## src/rtl/v6502_pkg.sv

```systemverilog
// Shared fetch-path definitions for the v6502 core: fetch FSM states and
// default queue geometry / reset vector.
package v6502_pkg;

    typedef enum logic [1:0] {
        ST_IDLE = 2'd0,
        ST_REQ  = 2'd1,
        ST_DROP = 2'd2
    } fetch_state_e;

    localparam int unsigned FQ_DEPTH    = 16;
    localparam int unsigned FQ_AW       = 4;
    localparam logic [15:0] FQ_RESET_PC = 16'h0000;

endpackage

```

## src/rtl/fetch_byte_ring.sv

```systemverilog
// Circular instruction-byte storage: one write port, three read ports at
// consecutive addresses starting from the read pointer (wrapping mod DEPTH).
module fetch_byte_ring #(
    parameter int unsigned DEPTH = 16,
    parameter int unsigned AW    = 4
) (
    input  logic          clk_i,
    input  logic          we_i,
    input  logic [AW-1:0] waddr_i,
    input  logic [7:0]    wdata_i,
    input  logic [AW-1:0] raddr_i,
    output logic [7:0]    rdata0_o,
    output logic [7:0]    rdata1_o,
    output logic [7:0]    rdata2_o
);

    logic [7:0]    mem_q [DEPTH];
    logic [AW-1:0] raddr1;
    logic [AW-1:0] raddr2;

    always_ff @(posedge clk_i) begin
        if (we_i) begin
            mem_q[waddr_i] <= wdata_i;
        end
    end

    always_comb begin
        raddr1 = raddr_i + AW'(1);
        raddr2 = raddr_i + AW'(2);
    end

    assign rdata0_o = mem_q[raddr_i];
    assign rdata1_o = mem_q[raddr1];
    assign rdata2_o = mem_q[raddr2];

endmodule

```

## src/rtl/fetch_queue_ctrl.sv

```systemverilog
// Instruction prefetch sequencer: single-outstanding byte reads into a
// circular queue, 3-byte decoder window, redirect flush with stale-read drop.
module fetch_queue_ctrl
    import v6502_pkg::*;
#(
    parameter int unsigned DEPTH    = FQ_DEPTH,
    parameter int unsigned AW       = FQ_AW,
    parameter logic [15:0] RESET_PC = FQ_RESET_PC
) (
    input  logic        clk,
    input  logic        rst_n,
    output logic        mem_req,
    output logic [15:0] mem_addr,
    input  logic        mem_ack,
    input  logic [7:0]  mem_rdata,
    input  logic        bus_hold,
    input  logic        dec_take,
    input  logic [1:0]  dec_len,
    input  logic        redirect,
    input  logic [15:0] redirect_pc,
    output logic [7:0]  q_byte0,
    output logic [7:0]  q_byte1,
    output logic [7:0]  q_byte2,
    output logic [AW:0] q_avail,
    output logic [15:0] head_pc,
    output logic        dec_err
);

    localparam logic [AW:0] DEPTH_C = (AW+1)'(DEPTH);

    fetch_state_e  state_q, state_d;
    logic [AW-1:0] wr_ptr_q, wr_ptr_d;
    logic [AW-1:0] rd_ptr_q, rd_ptr_d;
    logic [AW:0]   count_q, count_d;
    logic [15:0]   fetch_addr_q, fetch_addr_d;
    logic [15:0]   head_pc_q, head_pc_d;
    logic [15:0]   mem_addr_q, mem_addr_d;
    logic          dec_err_q, dec_err_d;

    logic          in_flight;
    logic          wr_en;
    logic          take_ok;
    logic          pop;
    logic [AW:0]   len_w;
    logic [7:0]    rd0, rd1, rd2;

    fetch_byte_ring #(
        .DEPTH (DEPTH),
        .AW    (AW)
    ) u_ring (
        .clk_i    (clk),
        .we_i     (wr_en),
        .waddr_i  (wr_ptr_q),
        .wdata_i  (mem_rdata),
        .raddr_i  (rd_ptr_q),
        .rdata0_o (rd0),
        .rdata1_o (rd1),
        .rdata2_o (rd2)
    );

    always_comb begin
        in_flight = (state_q != ST_IDLE);
        len_w     = (AW+1)'(dec_len);
        take_ok   = dec_take && (dec_len != 2'd0) && (len_w <= count_q);
        // Redirect wins over both the ack write and the decoder pop.
        wr_en     = (state_q == ST_REQ) && mem_ack && !redirect;
        pop       = take_ok && !redirect;

        wr_ptr_d     = wr_ptr_q;
        rd_ptr_d     = rd_ptr_q;
        count_d      = count_q;
        fetch_addr_d = fetch_addr_q;
        head_pc_d    = head_pc_q;
        dec_err_d    = dec_err_q;
        state_d      = state_q;
        mem_addr_d   = mem_addr_q;

        if (redirect) begin
            wr_ptr_d     = '0;
            rd_ptr_d     = '0;
            count_d      = '0;
            fetch_addr_d = redirect_pc;
            head_pc_d    = redirect_pc;
            dec_err_d    = 1'b0;
        end else begin
            if (wr_en) begin
                wr_ptr_d     = wr_ptr_q + AW'(1);
                fetch_addr_d = fetch_addr_q + 16'd1;
            end
            if (pop) begin
                rd_ptr_d  = rd_ptr_q + AW'(dec_len);
                head_pc_d = head_pc_q + 16'(dec_len);
            end
            count_d = count_q + (AW+1)'(wr_en) - (pop ? len_w : '0);
            if (dec_take && !take_ok) begin
                dec_err_d = 1'b1;
            end
        end

        // Bus is free after this edge when idle or on the ack cycle; the address
        // tracks the fetch PC whenever nothing is outstanding.
        if (redirect && in_flight && !mem_ack) begin
            state_d = ST_DROP;
        end else if (!in_flight || mem_ack) begin
            mem_addr_d = fetch_addr_d;
            if (!bus_hold && (count_d < DEPTH_C)) begin
                state_d = ST_REQ;
            end else begin
                state_d = ST_IDLE;
            end
        end
    end

    always_ff @(posedge clk or negedge rst_n) begin
        if (!rst_n) begin
            state_q      <= ST_IDLE;
            wr_ptr_q     <= '0;
            rd_ptr_q     <= '0;
            count_q      <= '0;
            fetch_addr_q <= RESET_PC;
            head_pc_q    <= RESET_PC;
            mem_addr_q   <= RESET_PC;
            dec_err_q    <= 1'b0;
        end else begin
            state_q      <= state_d;
            wr_ptr_q     <= wr_ptr_d;
            rd_ptr_q     <= rd_ptr_d;
            count_q      <= count_d;
            fetch_addr_q <= fetch_addr_d;
            head_pc_q    <= head_pc_d;
            mem_addr_q   <= mem_addr_d;
            dec_err_q    <= dec_err_d;
        end
    end

    assign mem_req  = (state_q != ST_IDLE);
    assign mem_addr = mem_addr_q;
    assign q_avail  = count_q;
    assign head_pc  = head_pc_q;
    assign dec_err  = dec_err_q;
    assign q_byte0  = (count_q > (AW+1)'(0)) ? rd0 : '0;
    assign q_byte1  = (count_q > (AW+1)'(1)) ? rd1 : '0;
    assign q_byte2  = (count_q > (AW+1)'(2)) ? rd2 : '0;

endmodule
```

## config.mk

```make
export PLATFORM = sky130hd
export DESIGN_NAME = fetch_queue_ctrl
export DESIGN_NICKNAME = d
export VERILOG_FILES = /design/src/rtl/v6502_pkg.sv /design/src/rtl/fetch_byte_ring.sv /design/src/rtl/fetch_queue_ctrl.sv
export SDC_FILE = /design/constraint.sdc
export NUM_CORES = 1
export LEC_CHECK = 0
export ABC_AREA = 1
export BUFFER_PORTS_ARGS = -buffer_cell sky130_fd_sc_hd__buf_2
export CAP_MARGIN = 40
export CORE_MARGIN = 2
export CORE_UTILIZATION = 55
export DETAILED_ROUTE_END_ITERATION = 8
export PLACE_DENSITY = 0.82
export RECOVER_POWER = 100
export SETUP_SLACK_MARGIN = 0.3
export SLEW_MARGIN = 10
export SYNTH_ARGS = -nofsm -noshare
export SYNTH_HDL_FRONTEND = slang
export SYNTH_SLANG_ARGS = --single-unit
export TNS_END_PERCENT = 20
```

## constraint.sdc

```tcl
create_clock -name clk -period 3.2 [get_ports clk]
set_clock_uncertainty 0.15 [all_clocks]
set_input_delay 0.8 -clock clk [delete_from_list [all_inputs] [get_ports clk]]
set_output_delay 0.8 -clock clk [all_outputs]
set_load 0.01 [all_outputs]
```

# [After elaboration in Yosys (flattened, before gate mapping)]
# Memories as Yosys holds them, arrays and structs flattened.
# Index checks and enable logic that the tools add are counted.
[totals] regBits=64 ram_bits=128 output_inout_bits=63 elab_cells=66 mem_count=1
[op_classes] add_sub_neg=8 n_lt_le_gt_ge=5 eq_ne=1 mux=20 bitwise=1 n_reduce_logical=22
[mem_list] name="u_ring.mem_q" depth=16 width=8 rd=3 rd_clocked_by_memory_dff=0 wr=1 line_no="fetch_byte_ring.sv:17" text="logic [7:0] mem_q [DEPTH];"
[op_table] cell="two-way mux 16 bit" n=4
[op_table] cell="two-way mux 8 bit" n=3
[op_table] cell="adder 16 x 1 -> 16 bit (second input constant)" n=1
[op_table] cell="adder 16 x 2 -> 16 bit" n=1
[op_table] cell="two-way mux 4 bit" n=4
[op_table] cell="nonzero test 2 bit" n=6
[op_table] cell="> comparator 5 x 1 -> 1 bit (second input constant)" n=2
[op_table] cell="logical AND 1 bit" n=9
[op_table] cell="adder 4 x 1 -> 4 bit (second input constant)" n=2
[op_table] cell="two-way mux 2 bit" n=3
[op_table] cell="adder 5 x 1 -> 5 bit" n=1
[op_table] cell="> comparator 5 x 2 -> 1 bit (second input constant)" n=1
[op_table] cell="less-or-equal comparator 2 x 5 -> 1 bit" n=1
[op_table] cell="logical NOT 1 bit" n=5
[op_table] cell="less-than comparator 5 bit (second input constant)" n=1
[op_table] cell="two-way mux 1 bit" n=5
[op_table] cell="two-way mux 5 bit" n=1
[op_table] cell="subtractor 5 x 2 -> 5 bit" n=1
[op_table] cell="adder 4 x 2 -> 4 bit" n=1
[op_table] cell="adder 4 x 2 -> 4 bit (second input constant)" n=1
[op_table] cell="== test 2 x 1 -> 1 bit (second input constant)" n=1
[op_table] cell="AND reduction 2 bit" n=1
[op_table] cell="logical OR 1 bit" n=1
[op_table] cell="inverter 1 bit" n=1

# [Longest topological paths before layout]
[depth] word_depth=12 depth_mapped=19 depth_no_buf=19

# [By module]
# A second synthesis with hierarchy kept.
[hier_totals] cells_unflattened=1518 hier_area_um2=11592.4
[by_module_without_submodules] mod="fetch_byte_ring" instances=1 cells_per_inst=992 area_each_um2=7641.1 seq_area_each_um2=3843.7
[by_module_without_submodules] mod="fetch_queue_ctrl" instances=1 cells_per_inst=526 area_each_um2=3951.3 seq_area_each_um2=1601.5

# [Worst setup path after synthesis]
# Ideal clock, no wire load.
[synth_path] path_kind="input-to-reg" from="input dec_len[1]" to="register state_q[0]" setup_time_ps=132 arrival_ps=3067 t_required_ps=2918 setup_slack_ps=-150 stages=17 n_path_buf=1 cell_sequence="ha_1 > inv_1 > o21bai_1 > nand4_1 > nand2_2 > nor2_4 > buf_4 > nand2_1 > ha_1 > fa_1 > nand2_1 > nand2_1 > a21oi_1 > or2_2 > nand3_1 > nand2_1 > o31ai_1"
[synth_via] elab_chain_cells=12 elab_cells_between_ends=13
[synth_rtl] element="start, declared" line_no="fetch_queue_ctrl.sv:18" text="input logic [1:0] dec_len,"
[synth_rtl] element="branches (longest 4 deep; another with less-or-equal comparator 2 x 5 -> 1 bit)"
[synth_rtl] element="two-way mux 2 bit (*)" line_no="fetch_queue_ctrl.sv:94" text="count_d = count_q + (AW+1)'(wr_en) - (pop ? len_w : '0);"
[synth_rtl] element="subtractor 5 x 2 -> 5 bit (*)" line_no="fetch_queue_ctrl.sv:94"
[synth_rtl] element="two-way mux 5 bit (*)" line_no="fetch_queue_ctrl.sv:78" text="if (redirect) begin"
[synth_rtl] element="less-than comparator 5 bit (*)" line_no="fetch_queue_ctrl.sv:106" text="if (!bus_hold && (count_d < DEPTH_C)) begin"
[synth_rtl] element="logical AND 1 bit (*)" line_no="fetch_queue_ctrl.sv:106"
[synth_rtl] element="two-way mux 1 bit (*)" line_no="fetch_queue_ctrl.sv:106"
[synth_rtl] element="two-way mux 2 bit (*)" line_no="fetch_queue_ctrl.sv:104" text="end else if (!in_flight || mem_ack) begin"
[synth_rtl] element="two-way mux 2 bit (*)" line_no="fetch_queue_ctrl.sv:102" text="if (redirect && in_flight && !mem_ack) begin"
[synth_rtl] element="end signal, assigned" line_no="fetch_queue_ctrl.sv:125" text="state_q <= state_d;"
[synth_rtl] element="end, declared" line_no="fetch_queue_ctrl.sv:31" text="fetch_state_e state_q, state_d;"
# Every way passes the cells marked *. The select of a mux whose other input is x is not followed.
# A chain may end at the register's enable or synchronous reset.

# [Final worst setup path]
[layout_path] from="register rd_ptr_q[0]" to="output q_byte2[6]"
[layout_via] elab_chain_cells=3
[layout_rtl] element="start, declared" line_no="fetch_queue_ctrl.sv:33" text="logic [AW-1:0] rd_ptr_q, rd_ptr_d;"
[layout_rtl] element="start signal, assigned" line_no="fetch_queue_ctrl.sv:127" text="rd_ptr_q <= rd_ptr_d;"
[layout_rtl] element="adder 4 x 2 -> 4 bit" line_no="fetch_byte_ring.sv:29" text="raddr2 = raddr_i + AW'(2);"
[layout_rtl] element="memory (16 x 8 bit)"
[layout_rtl] element="two-way mux 8 bit" line_no="fetch_queue_ctrl.sv:143" text="assign q_byte2 = (count_q > (AW+1)'(2)) ? rd2 : '0;"
[layout_rtl] element="end, declared" line_no="fetch_queue_ctrl.sv:23" text="output logic [7:0] q_byte2,"
# No other way between the ends.

==> impl_results.md <==
- Async SR Flop Fraction: 33.33%
- Mapped cell area: 0.01106 sq mm
- Top FF cell, synth: edfxtp_1
- CP Launch Type: register
- Leakage power: 5.686 nW
- Synth warnings: 0
- Vias in the first global route: 9505
- Routed WL per cell: 20.79 um
- Fin. Hold Viols: 0
- Final setup vio count: 20
- Drt initial violations: 2064
- # rows: 51
- GRT Total Usage: 30.41%
- CTS Buf Count: 17
- FILL cells: 1416
- Post-synthesis sequential area ratio: 49.24%
- CTS Buffer Depth: 2
- RSZ-0062 raised after global routing: true
- Number of synthesized flops with an enable pin: 128
- Failing checks: design-rule violations, max-capacitance violations, max-slew violations, negative setup slack
- Die area: 0.02126 sq mm
- Total number of vias: 10840
- Initial antenna violation count: 0
- Register-to-Register Setup Slack: 0.20 ns
- Boundary Pins: 95
- First-pass GRT wire length: 50770 um
- CTS tree: built
- DRC: 9
- Worst slew pin tran: 1.580 ns
- Yosys top cell area share: 34.76%
- Worst Path Required: 2.25 ns
- Routability cong.: 0.9155
- Top-count cell post-synth: nand2_1
- CTS H-Tree Depth: 4
- First-pass DRT Iterations: 9
- Total gr overflow: 0
- Yosys top cell by area: edfxtp_1
- Antenna Nets Post-Route: 0
- CTS Hold Bufs: 0
- WP data arrival: 2.62 ns
- Area grow syn2layout: 20.59%
- Worst min path class: register to register
- Gate Count Post-Synth: 1332
- Hold Path Stages: 2
- Status: finished with violations
- Pre-CTS setup slack: -0.1938 ns
- Max IR drop VDD: 0.4374 mV
- Worst Path Max Fanout: 9
- Unique masters post-synth: 49
- Tot Pwr: 9.809 mW
- Vias per inst: 6.243
- Rel. slew slack: -5.302%
- Final critical-path required period: 3.567 ns
- Number of max-cap violations: 1
- Synth top cells by count: nand2_1 (434), nand3_1 (176), edfxtp_1 (128)
- # clock sinks: 192
- Initial Util: 56.45%
- Core Area: 0.01959 sq mm
- Pin count of the biggest net entering global routing: 65
- Critical path class: register to output port
- Synth top area cells: edfxtp_1 (35%), nand2_1 (15%), dfrtp_1 (14%)
- Fmax: 280.4 MHz
- Final HPWL DP: 20490 um
- Clk pin slew, worst setup/hold paths: 0.07 ns
- Detailed Route WL: 36090 um
- IO Port Bufs: 94
- Register bit total from synthesis: 192
- Pwr Density: 735.6 mW/mm^2
- Clock Latency Late Sink: 0.44 ns
- Syn nets: 1388
- Die Span Y: 145.8 um
- Diodes inserted: 0
- Final setup margin: -0.3667 ns
- Final net count: 1514
- Clk Tree Root Cell: clkbuf_16
- Final period util: 111.5%
- Critical Path End Type: output port
- Worst reg2reg path depth: 19
- Die Width: 145.8 um
- Layout cells sized above 1: 18.35%
- Avg Cell Area, Syn: 8.302 sq um
- Final number of max-transition violations: 65
[cell type report]
type	instances	area, sq um	area share (%)
inverter	92	382.9	2.871
sequential	192	5450	40.87
multi-input combinational	981	5191	38.93
clock buffer	17	425.4	3.190
clock inverter	15	147.6	1.107
tap	265	331.6	2.486
timing repair buffer	174	1406	10.55
[cells in the final DEF, fill, tap and decap left out, types with 8 or more instances in the layout]
master,instances
nand2_1,429
nand3_1,152
edfxtp_1,128
inv_1,79
nor2_1,77
dfrtp_1,62
o21ai_0,55
clkbuf_1,48
buf_2,45
a21oi_1,43
buf_4,30
o21ai_1,26
nand3_2,24
clkbuf_16,23
o211ai_1,19
ha_1,18
o21ai_2,16
a21oi_2,13
clkbuf_2,12
mux2i_1,11
buf_12,10
nand2_2,9
xor2_1,8
nand4_1,8
buf_6,8
[critical path: stages, from the launching register on]
cell and delay [ns]:
dfrtp_4 0.52, buf_12 0.16, buf_12 0.15, buf_16 0.15, o21ai_2 0.16, o21ai_0 0.15
o21ai_0 0.32, nor2_1 0.09, nor2_2 0.29, buf_2 0.20
[path summary, 6_finish.rpt]
| check | endpoint | start |
|---|---|---|
| setup / recovery | q_byte2[6] | rd_ptr_q[0] |
| hold / removal | mem_addr[14] | mem_addr[14] |
| setup reg to reg | state_q[0] | q_avail[2] |
| hold reg to reg | mem_addr[14] | mem_addr[14] |
| max in group asynchronous | rd_ptr_q[0] | rst_n |
| min in group asynchronous | head_pc[14] | rst_n |
[cells by family after synthesis]
group	count (synthesis)	share of synthesized area, %
and+or+nand+nor	742	29.10
adders and majority gates	24	2.919
muxes	11	0.9957
buffers and inverters	159	6.834
DFF	192	49.24
xor gates and xnor gates	14	1.347
AOI/OAI and AO/OA	190	9.561
[what timing repair did]
action,4_1_cts,5_1_grt
resized for setup,62,80
pin swaps,16,25
setup endpoints to repair,25,26
buffers inserted,10,6
cloned,6,8
[stage by stage]
step	hold WS, ns	util [%]	setup TNS (ns)	std cells	area (sq um)
floorplan	0.3544	-	0	1332	11090
detailed placement	0.3129	60.84	-0.2198	1674	11920
finish	0.3339	68.07	-1.977	1736	13340
global placement	0.3080	60.84	-0.1052	1674	11920
global route	0.3749	68.07	-3.147	1736	13340
CTS	0.3339	66.31	-0.04329	1722	12990
[state kept, by name, summed over array words and instances (netlist names)]
register	flops
dec_err	1
fetch_addr_q	16
head_pc	16
mem_addr	16
q_avail	5
rd_ptr_q	4
state_q	2
u_ring.mem_q	128
wr_ptr_q	4
[power breakdown]
| part | internal [mW] | switching, mW |
|---|---|---|
| logic | 1.71 | 2.95 |
| clock network | 1.10 | 1.01 |
| registers | 2.85 | 0.192 |
| total | 5.66 | 4.15 |
[layer usage]
metal  share of wire [%]  track usage [%]  vias up
met3                  14            7.492      234
met5                   0                0        -
met2                  43            46.20      958
li1                    -                -     4727
met4                 6.1            12.70        0
met1                  36            41.89     4918
Note: power is estimated with default switching activity, not from simulation.
